[src/rtl/spi_pixel_packer.sv]
// Turns the Rasp-Pi SPI byte stream (sync, image count, RGB triplets) into 24-bit
// pixel words with a one-cycle MMU write strobe, plus progress/done/error status.
module spi_pixel_packer #(
    parameter logic [7:0]  SYNC_BYTE   = 8'hA5,
    parameter logic [31:0] PIX_PER_IMG = 32'd384000,
    parameter logic [7:0]  MAX_IMG     = 8'd31
) (
    input  logic        iCLK_50,
    input  logic        iRST,
    input  logic [7:0]  iByte,
    input  logic        iByte_Valid,
    input  logic        iRestart,
    output logic [23:0] oPix_Data,
    output logic        oTrigger,
    output logic [7:0]  oImg_Tot,
    output logic [4:0]  oImg_Idx,
    output logic [31:0] oPix_Cnt,
    output logic        oDone,
    output logic        oErr
);

    typedef enum logic [2:0] {
        S_SYNC,
        S_HDR,
        S_PIX,
        S_DONE,
        S_ERR
    } state_t;

    state_t      state_reg;
    logic [1:0]  phase_reg;
    logic [7:0]  r_reg;
    logic [7:0]  g_reg;
    logic [31:0] img_pix_reg;
    logic [31:0] total_reg;

    always_ff @(posedge iCLK_50) begin
        if (iRST || iRestart) begin
            state_reg   <= S_SYNC;
            phase_reg   <= 2'd0;
            r_reg       <= 8'd0;
            g_reg       <= 8'd0;
            img_pix_reg <= 32'd0;
            total_reg   <= 32'd0;
            oPix_Data   <= 24'd0;
            oTrigger    <= 1'b0;
            oImg_Tot    <= 8'd0;
            oImg_Idx    <= 5'd0;
            oPix_Cnt    <= 32'd0;
            oDone       <= 1'b0;
            oErr        <= 1'b0;
        end else begin
            oTrigger <= 1'b0;
            if (iByte_Valid) begin
                case (state_reg)
                    S_SYNC: begin
                        if (iByte == SYNC_BYTE)
                            state_reg <= S_HDR;
                    end
                    S_HDR: begin
                        if (iByte != 8'd0 && iByte <= MAX_IMG) begin
                            oImg_Tot  <= iByte;
                            // Product registered once here so the per-byte path has no multiplier
                            total_reg <= 32'(iByte) * PIX_PER_IMG;
                            phase_reg <= 2'd0;
                            state_reg <= S_PIX;
                        end else begin
                            oErr      <= 1'b1;
                            state_reg <= S_ERR;
                        end
                    end
                    S_PIX: begin
                        case (phase_reg)
                            2'd0: begin
                                r_reg     <= iByte;
                                phase_reg <= 2'd1;
                            end
                            2'd1: begin
                                g_reg     <= iByte;
                                phase_reg <= 2'd2;
                            end
                            default: begin
                                oPix_Data <= {r_reg, g_reg, iByte};
                                oTrigger  <= 1'b1;
                                oPix_Cnt  <= oPix_Cnt + 32'd1;
                                phase_reg <= 2'd0;
                                if (oPix_Cnt + 32'd1 == total_reg) begin
                                    // Final pixel: image index stays at oImg_Tot-1
                                    oDone       <= 1'b1;
                                    img_pix_reg <= 32'd0;
                                    state_reg   <= S_DONE;
                                end else if (img_pix_reg == PIX_PER_IMG - 32'd1) begin
                                    img_pix_reg <= 32'd0;
                                    oImg_Idx    <= oImg_Idx + 5'd1;
                                end else begin
                                    img_pix_reg <= img_pix_reg + 32'd1;
                                end
                            end
                        endcase
                    end
                    default: begin
                        // S_DONE and S_ERR ignore bytes until reset or restart
                    end
                endcase
            end
        end
    end

endmodule

[config.mk]
export PLATFORM = sky130hd
export DESIGN_NAME = spi_pixel_packer
export DESIGN_NICKNAME = d
export VERILOG_FILES = /design/src/rtl/spi_pixel_packer.sv
export SDC_FILE = /design/constraint.sdc
export NUM_CORES = 1
export LEC_CHECK = 0
export ABC_CLOCK_PERIOD_IN_PS = 4430
export BUFFER_PORTS_ARGS = -buffer_cell sky130_fd_sc_hd__buf_4
export CORE_AREA = 2 2 129 131
export CTS_CLUSTER_SIZE = 24
export DETAILED_ROUTE_END_ITERATION = 7
export DIE_AREA = 0 0 131 133
export PLACE_DENSITY = 0.75
export SLEW_MARGIN = 15
export SYNTH_ARGS = -nofsm -noshare
export SYNTH_HDL_FRONTEND = slang
export SYNTH_SLANG_ARGS = --single-unit
[constraint.sdc]
create_clock -name iCLK_50 -period 4.43 [get_ports iCLK_50]
set_input_delay 0.2215 -clock iCLK_50 [delete_from_list [all_inputs] [get_ports iCLK_50]]
set_output_delay 0.2215 -clock iCLK_50 [all_outputs]
set_load 0.005 [all_outputs]
==> results.py, run 1 <==
metrics = {
    "outcome": {
        "run_status": "complete, no violations",
    },
    "final_layout": {
        "area_growth_pct": 17.6,
        "stdcell_area_sq_um": 9960,
        "diodes": 0,
        "utilization": 0.616,
        "drive_gt1_frac": 0.137,
        "final_cells": 1340,
        "nets": 1195,
    },
    "clocking": {
        "cts_post_setup_buffers_inserted": 0,
        "htreeDepth": 4,
        "root_buffer": "clkbuf_16",
        "cts_tree": "built",
        "clock-sinks": 141,
        "ctsResizeCount": 0,
        "cts_hold_buf": 0,
        "cts.clk_slew.worst_paths_ns": 0.06,
        "clockBufferDepth": 2,
        "worstSkewPairLatency_ns": 0.43,
        "cts_made_buffers": 17,
    },
    "synth": {
        "synth_top_area_share": 0.333,
        "synthTopCellsByCount": "dfxtp_1, nor2_1, nand2_1, inv_1, a21oi_1",
        "synth_ff_type": "dfxtp_1",
        "ys_top_cells_by_area": "dfxtp_1, ha_1, fa_1",
        "seq_area_frac_synth": 0.333,
        "ys_seq_elements": 141,
        "synth_top_area_cell": "dfxtp_1",
        "synthArstFlopShare": 0,
        "synth_edf_count": 0,
        "synthCells": 1033,
        "yosys_warnings": 0,
        "avgSynthCellArea_sq_um": 8.20,
        "synthesis.area_sq_um": 8470,
        "yosysUniqueCellTypes": 62,
        "synth.most_common_cell": "dfxtp_1",
        "synth_nets": 1121,
    },
    "die": {
        "dieArea_sq_um": 17400,
        "pin_count": 84,
        "core-area_sq_um": 16200,
        "die_y_um": 133,
        "initial_core_util": 0.524,
        "rows": 47,
        "fp.dieW_um": 131,
    },
    "placed_design": {
        "gp_congestion": 0.908,
        "port_buffers": 83,
        "place_area_sq_um": 9370,
        "hpwl_mm": 14.6,
        "dp.cells": 1308,
    },
    "job": {
        "drv_cap": 0,
    },
    "grt": {
        "grt_overflow_total": 0,
        "grt_max_degree": 62,
        "grt_first_pass_wirelength_mm": 34.0,
        "grt_pass1_vias": 7163,
        "antenna_found_initial": 0,
        "grt_util_all_layers": 0.242,
    },
    "sta": {
        "slew_headroom": 0.286,
        "slew_violations": 0,
        "rsz0062_at_grt": "no",
        "holdWs_ns": 0.0393,
        "fmax_ghz": 0.241,
        "hold_violations": 0,
        "worst_pin_slew_ns": 1.06,
        "period_share": 0.936,
        "tns_ns": 0,
        "period_minus_slack_ns": 4.15,
        "setup_violations": 0,
        "fin_skew_ns": 0.0104,
    },
    "power": {
        "power_density_nw_per_um2": 362,
        "leakage_nw": 4.10,
        "ir_worst_vdd_mv": 0.278,
    },
    "worst_setup_path": {
        "path_class": "reg2reg",
        "critPathCaptureType": "flop",
        "crit_chain": "ha_1 > nand3_1 > or4_1 > nor2_2 > o22ai_1 > or4_4 > a2111oi_4 > nand4_2 > buf_4 > nand3_1 > o22ai_1",
        "start_kind": "flop",
        "critPathArrivalTime_ns": 4.44,
        "worst_ep_required_time_ns": 4.72,
        "cp_slowest_cell": "or4_1",
        "max_stage_delay_ns": 0.63,
        "worstPathMaxFanout": 61,
    },
    "drt": {
        "routed_via_density": 5.63,
        "dr.pass1.iters": 5,
        "drt_iter0_markers": 445,
        "drc_errors": 0,
        "vias": 7546,
        "totalWireLength_mm": 20.4,
        "final_antenna_net_count": 0,
        "avgRoutedWirePerCell_um": 15.2,
    },
    "min_path": {
        "hp-class": "in2reg",
    },
}
critical path: cells and delay by family, from the launching register on:
family          cells  cell delay, ns
simple gates        6            2.27
compound gates      3            0.60
flops               1            0.51
buf+inv             1            0.33
fa+ha+maj           1            0.28
logic make-up (layout without fill, tap and decap cells):
group / count (synthesis) / after routing / synth area share
compound gates: 179 / 179 / 0.132
xor+xnor: 62 / 62 / 0.0641
fa+ha+maj: 76 / 76 / 0.134
buf+inv: 128 / 215 / 0.0591
flops: 141 / 141 / 0.333
mux: 34 / 34 / 0.0403
simple gates: 413 / 413 / 0.236
final cells by class:
cell class	count	area, sq um
Fill cell	1436	6210
Multi-Input combinational cell	764	5160
Sequential cell	141	2820
Timing Repair Buffer	111	833
Clock buffer	18	429
Tap cell	220	275
Inverter	72	270
Clock inverter	14	169
path summary, 6_finish.rpt:
path / start / endpoint / slack (ns) / cells past startpoint
min: iByte_Valid / state_reg[2]$_SDFFE_PP0P_ / 0.04 / 3
max: oPix_Cnt[0]$_SDFFE_PP0P_ / img_pix_reg[19]$_SDFFE_PP0P_ / 0.28 / 11
min reg2reg: g_reg[6]$_SDFFE_PP0P_ / oPix_Data[14]$_SDFFE_PP0P_ / 0.45 / 2
max reg2reg: oPix_Cnt[0]$_SDFFE_PP0P_ / img_pix_reg[19]$_SDFFE_PP0P_ / 0.28 / 11
metrics by stage:
stage,setup WS [ns],power (mW)
after floorplan,0.304,1.94
after global placement,0.0917,2.16
after global routing,0.00167,3.81
after detailed placement,0.0456,2.18
after CTS,0.353,3.64
final,0.282,3.61
metal layers:
| metal | vias to the layer above | routed length, um | GRT usage |
|---|---|---|---|
| met5 | - | 0 | 0 |
| met4 | 0 | 369 | 0.0786 |
| met3 | 43 | 941 | 0.0542 |
| met2 | 175 | 9820 | 0.391 |
| met1 | 3573 | 9280 | 0.321 |
| li1 | 3755 | - | - |
power by group:
| group | switching (mW) | internal [mW] | total, mW |
|---|---|---|---|
| Sequential | 0.00153 | 1.27 | 1.27 |
| Clock | 0.601 | 0.850 | 1.45 |
| Combinational | 0.482 | 0.403 | 0.885 |
| Total | 1.08 | 2.52 | 3.61 |
placed cells by master, fill, tap and decap left out, drive strengths merged, types with 7 or more instances in the layout:
cell type | synthesis | layout
a21oi | 69 | 69
a31oi | 29 | 29
and2 | 7 | 7
and3 | 21 | 21
and4 | 10 | 10
buf | 13 | 111
clkbuf | 43 | 18
dfxtp | 141 | 141
fa | 25 | 25
ha | 51 | 51
inv | 72 | 81
mux2i | 33 | 33
nand2 | 100 | 100
nand3 | 48 | 48
nand4 | 37 | 37
nor2 | 124 | 124
nor3 | 21 | 21
nor4 | 10 | 10
o21ai | 30 | 30
or3 | 8 | 8
or4 | 8 | 8
xnor2 | 30 | 30
xor2 | 32 | 32
Note: power is estimated with default switching activity, not from simulation.
==> run 2: changes to the inputs <==
--- a/config.mk
+++ b/config.mk
@@ -11,6 +11,7 @@
 export CTS_CLUSTER_SIZE = 24
 export DETAILED_ROUTE_END_ITERATION = 7
 export DIE_AREA = 0 0 131 133
+export HOLD_SLACK_MARGIN = 0.12
 export PLACE_DENSITY = 0.75
 export SLEW_MARGIN = 15
 export SYNTH_ARGS = -nofsm -noshare
==> results.py, run 2 (same netlist as run 1, synthesis figures left out) <==
metrics = {
    "outcome": {
        "run_status": "complete, no violations",
    },
    "grt": {
        "grt_util_all_layers": 0.244,
        "antenna_found_initial": 0,
        "grt_pass1_vias": 7200,
        "grt_max_degree": 62,
        "grt_overflow_total": 0,
        "grt_first_pass_wirelength_mm": 34.2,
    },
    "sta": {
        "fmax_ghz": 0.241,
        "slew_violations": 0,
        "period_minus_slack_ns": 4.16,
        "setup_violations": 0,
        "worst_pin_slew_ns": 1.04,
        "rsz0062_at_grt": "no",
        "fin_skew_ns": 0.0105,
        "period_share": 0.938,
        "tns_ns": 0,
        "hold_violations": 0,
        "slew_headroom": 0.302,
    },
    "power": {
        "power_density_nw_per_um2": 361,
        "clkPwrFrac": 0.401,
        "leakage_nw": 4.13,
        "seqPwrFrac": 0.351,
        "pwr-share-comb": 0.248,
        "ir_worst_vdd_mv": 0.278,
        "power.internal_mw": 2.53,
        "swShare": 0.302,
        "p_sw_mw": 1.09,
    },
    "final_layout": {
        "nets": 1201,
        "layout_commonest_cell": "dfxtp_1",
        "most-common-layout-cells": "dfxtp_1, nor2_1, buf_4",
        "utilization": 0.620,
        "diodes": 0,
        "area_growth_pct": 18.4,
        "drive_gt1_frac": 0.137,
        "n_fill_cell": 1427,
    },
    "clocking": {
        "root_buffer": "clkbuf_16",
        "cts.clk_slew.worst_paths_ns": 0.06,
        "cts_tree": "built",
        "cts_made_buffers": 17,
        "clock-sinks": 141,
        "worstSkewPairLatency_ns": 0.43,
        "htreeDepth": 4,
        "clockBufferDepth": 2,
    },
    "drt": {
        "vias": 7575,
        "drt_iter0_markers": 471,
        "drc_errors": 0,
        "final_antenna_net_count": 0,
        "routed_via_density": 5.63,
        "avgRoutedWirePerCell_um": 15.3,
        "dr.pass1.iters": 5,
        "totalWireLength_mm": 20.6,
    },
    "worst_setup_path": {
        "cpLargestDelayFamily": "simple AND/OR/NAND/NOR gates",
        "path_class": "reg2reg",
        "start_kind": "flop",
        "critPathArrivalTime_ns": 4.45,
        "max_stage_delay_ns": 0.63,
        "critPathCaptureType": "flop",
        "crit_chain": "ha_1 > nand3_1 > or4_1 > nor2_2 > o22ai_1 > or4_4 > a2111oi_4 > nand4_2 > buf_4 > nand3_1 > o22ai_1",
        "cp_slowest_cell": "or4_1",
        "worstPathMaxFanout": 61,
        "worst_ep_required_time_ns": 4.72,
        "crit_buf_inv": 1,
    },
    "die": {
        "pin_count": 84,
        "initial_core_util": 0.524,
        "dieArea_sq_um": 17400,
        "die_y_um": 133,
        "rows": 47,
        "core-area_sq_um": 16200,
        "fp.dieW_um": 131,
    },
    "placed_design": {
        "hpwl_mm": 14.6,
        "gp_congestion": 0.908,
        "port_buffers": 83,
    },
    "job": {
        "drv_cap": 0,
    },
    "min_path": {
        "hp-class": "in2reg",
    },
}
[run 2: cell count changes in the layout (fill, tap and decap cells not counted)]
cell,delta
o41ai_1,-1
dlygate4sd3_1,+6
o41ai_2,+1
[run 2: worst min-delay path, delay by kind of cell]
kind	cells	cell delay [ns]
buffers and inverters	1	0.16
and+or+nand+nor	1	0.07
AOI/OAI and AO/OA	1	0.05
[run 2: repair_timing]
action	4_1_cts	5_1_grt
buffers inserted	0	0
endpoints found under the hold margin	6	0
resized for setup	0	1
endpoints found under the setup margin	0	1
hold buffers	6	0
[run 2: path summary, 6_finish.rpt]
check	from	to	slack [ns]	cells after the start
worst min-delay path	iByte[1]	oPix_Data[1]$_SDFFE_PP0P_	0.13	3
worst min register to register	g_reg[6]$_SDFFE_PP0P_	oPix_Data[14]$_SDFFE_PP0P_	0.45	2
worst max register to register	oPix_Cnt[0]$_SDFFE_PP0P_	img_pix_reg[19]$_SDFFE_PP0P_	0.27	11
worst max-delay path	oPix_Cnt[0]$_SDFFE_PP0P_	img_pix_reg[19]$_SDFFE_PP0P_	0.27	11
[run 2: through the flow]
step	area (sq um)	power (mW)	setup slack [ns]	instances	hold WS (ns)
3_5_place_dp	9370	2.18	0.0456	1308	0.447
6_report	10000	3.62	0.274	1346	0.134
4_1_cts	10000	3.64	0.311	1346	0.134
3_3_place_gp	9370	2.16	0.0917	1308	0.444
5_1_grt	10000	3.82	0.00167	1346	0.156
2_1_floorplan	8470	1.94	0.304	1033	0.357
[run 2: per-layer routing]
metal / vias to the layer above / GRT usage / routed length, um / part of all wire
met5: - / 0 / 0 / 0
met4: 0 / 0.0786 / 388 / 0.019
met3: 42 / 0.0522 / 840 / 0.041
met2: 177 / 0.393 / 9850 / 0.48
met1: 3586 / 0.326 / 9480 / 0.46
li1: 3770 / - / - / -
[run 2: layout make-up]
class | count | area (sq um) | share of cell area
multi-input combinational | 764 | 5170 | 0.516
sequential | 141 | 2820 | 0.281
timing repair buffer | 117 | 893 | 0.0891
clock buffer | 18 | 429 | 0.0428
tap | 220 | 275 | 0.0274
inverter | 72 | 270 | 0.0269
clock inverter | 14 | 169 | 0.0168
[run 2: power by group through the flow]
stage	clock network [mW]	registers, mW	logic (mW)
after floorplan	0	1.30	0.642
after global placement	0	1.30	0.858
after detailed placement	0	1.30	0.882
after CTS	1.48	1.27	0.896
after global routing	1.54	1.27	1.02
final	1.45	1.27	0.898
==> run 3: changes to the inputs <==
--- a/config.mk
+++ b/config.mk
@@ -13,6 +13,7 @@
 export DIE_AREA = 0 0 131 133
 export HOLD_SLACK_MARGIN = 0.12
 export PLACE_DENSITY = 0.75
+export RECOVER_POWER = 25
 export SLEW_MARGIN = 15
 export SYNTH_ARGS = -nofsm -noshare
 export SYNTH_HDL_FRONTEND = slang
==> results.py, run 3 (same netlist as run 1, synthesis figures left out) <==
metrics = {
    "final_layout": {
        "most-common-layout-cells": "dfxtp_1, nor2_1, nand2_1",
        "area_growth_pct": 18.2,
        "utilization": 0.619,
        "multiInputGateArea_sq_um": 5170,
        "ff_latch_area_sq_um": 2820,
        "layout_commonest_cell": "dfxtp_1",
        "nets": 1201,
        "diodes": 0,
        "final_cells": 1346,
        "n_fill_cell": 1434,
        "drive_gt1_frac": 0.132,
    },
    "worst_setup_path": {
        "crit_chain": "ha_1 > nand3_1 > or4_1 > nor2_2 > o22ai_1 > or4_4 > a2111oi_4 > nand4_2 > buf_4 > nand3_1 > o22ai_1",
        "start_kind": "flop",
        "r2r.worst_path.cells": 11,
        "r2r_slack_ns": 0.27,
        "worst_ep_required_time_ns": 4.72,
        "r2r_start": "oPix_Cnt[0]$_SDFFE_PP0P_",
        "worst_r2r_endpoint": "img_pix_reg[19]$_SDFFE_PP0P_",
        "crit_start": "oPix_Cnt[0]$_SDFFE_PP0P_",
        "critPathArrivalTime_ns": 4.45,
        "path_class": "reg2reg",
        "worstPathMaxFanout": 61,
        "endpoint": "img_pix_reg[19]$_SDFFE_PP0P_",
        "cp_slowest_cell": "or4_1",
        "cp.depth": 11,
        "max_stage_delay_ns": 0.63,
        "crit_buf_inv": 1,
        "critPathCaptureType": "flop",
        "cpLargestDelayFamily": "simple AND/OR/NAND/NOR gates",
    },
    "clocking": {
        "clock-sinks": 141,
        "root_buffer": "clkbuf_16",
        "cts_tree": "built",
        "worstSkewPairLatency_ns": 0.43,
        "cts_made_buffers": 17,
        "cts.clk_slew.worst_paths_ns": 0.06,
        "clockBufferDepth": 2,
        "htreeDepth": 4,
    },
    "sta": {
        "rsz0062_at_grt": "no",
        "fmax_ghz": 0.241,
        "worst_pin_slew_ns": 1.05,
        "tns_ns": 0,
        "period_minus_slack_ns": 4.16,
        "setup_violations": 0,
        "fin_skew_ns": 0.0111,
        "hold_violations": 0,
        "holdWs_ns": 0.137,
        "slew_headroom": 0.292,
        "period_share": 0.938,
        "slew_violations": 0,
    },
    "grt": {
        "grt_overflow_total": 0,
        "grt_first_pass_wirelength_mm": 34.2,
        "grt_util_all_layers": 0.244,
        "antenna_found_initial": 0,
        "grt_pass1_vias": 7200,
        "grt_max_degree": 62,
    },
    "die": {
        "rows": 47,
        "initial_core_util": 0.524,
        "pin_count": 84,
        "fp.dieW_um": 131,
        "core-area_sq_um": 16200,
        "dieArea_sq_um": 17400,
        "die_y_um": 133,
    },
    "power": {
        "fin_total_pwr_mw": 3.62,
        "p_sw_mw": 1.09,
        "power.internal_mw": 2.53,
        "swShare": 0.302,
        "seqPwrFrac": 0.351,
        "power_density_nw_per_um2": 362,
        "clkPwrFrac": 0.401,
        "ir_worst_vdd_mv": 0.278,
        "leakage_nw": 4.08,
        "pwr-share-comb": 0.248,
    },
    "drt": {
        "avgRoutedWirePerCell_um": 15.3,
        "vias": 7568,
        "dr.pass1.iters": 7,
        "drc_errors": 0,
        "final_antenna_net_count": 0,
        "totalWireLength_mm": 20.6,
        "routed_via_density": 5.62,
        "drt_iter0_markers": 504,
    },
    "placed_design": {
        "dp.cells": 1308,
        "hpwl_mm": 14.6,
        "port_buffers": 83,
        "gp_congestion": 0.908,
    },
    "job": {
        "drv_cap": 0,
    },
    "min_path": {
        "hp-class": "in2reg",
        "holdPathStages": 3,
    },
    "outcome": {
        "run_status": "complete, no violations",
    },
}
[run 3: per-layer routing]
layer / track usage / wire length, um / vias up
li1: - / - / 3764
met5: 0 / 0 / -
met2: 0.393 / 9870 / 179
met3: 0.0522 / 863 / 42
met4: 0.0786 / 384 / 0
met1: 0.326 / 9450 / 3583
[run 3: power groups by stage]
stage          registers (mW)  logic (mW)  clock network [mW]
6_report                 1.27       0.898                1.45
5_1_grt                  1.27        1.02                1.54
4_1_cts                  1.27       0.896                1.48
3_5_place_dp             1.30       0.882                   0
3_3_place_gp             1.30       0.858                   0
2_1_floorplan            1.30       0.642                   0
[run 3: worst reg2reg max path, stage by stage (launching register included)]
cell and delay [ns]:
dfxtp_1 0.51, ha_1 0.28, nand3_1 0.23, or4_1 0.63, nor2_2 0.37, o22ai_1 0.15, or4_4 0.51, a2111oi_4 0.30
nand4_2 0.13, buf_4 0.33, nand3_1 0.43, o22ai_1 0.15
[run 3: worst min-delay path by stage]
stage	start	to	slack, ns
finish	iByte[1]	oPix_Data[1]$_SDFFE_PP0P_	0.14
floorplan	iByte[0]	oPix_Data[0]$_SDFFE_PP0P_	0.36
detailed placement	g_reg[6]$_SDFFE_PP0P_	oPix_Data[14]$_SDFFE_PP0P_	0.45
global placement	oPix_Data[6]$_SDFFE_PP0P_	oPix_Data[6]$_SDFFE_PP0P_	0.44
global route	iByte[1]	oPix_Data[1]$_SDFFE_PP0P_	0.16
CTS	iByte[1]	oPix_Data[1]$_SDFFE_PP0P_	0.13
[run 3: metrics by stage]
step / instance area [sq um] / worst slack, ns
2_1_floorplan: 8470 / 0.304
3_3_place_gp: 9370 / 0.0917
3_5_place_dp: 9370 / 0.0456
4_1_cts: 10000 / 0.311
5_1_grt: 10000 / 0.00167
6_report: 10000 / 0.273
[run 3: layout make-up]
type,count,area share
sequential,141,0.282
inverter,72,0.0270
clock buffer,18,0.0429
tap,220,0.0275
clock inverter,14,0.0169
timing repair buffer,117,0.0874
multi-input combinational,764,0.516
[run 3: repair_timing]
item,in CTS,in global routing
gates resized for setup,0,1
setup endpoints to repair,0,1
hold endpoints to repair,6,0
hold buffers,6,0
setup buffers,0,0
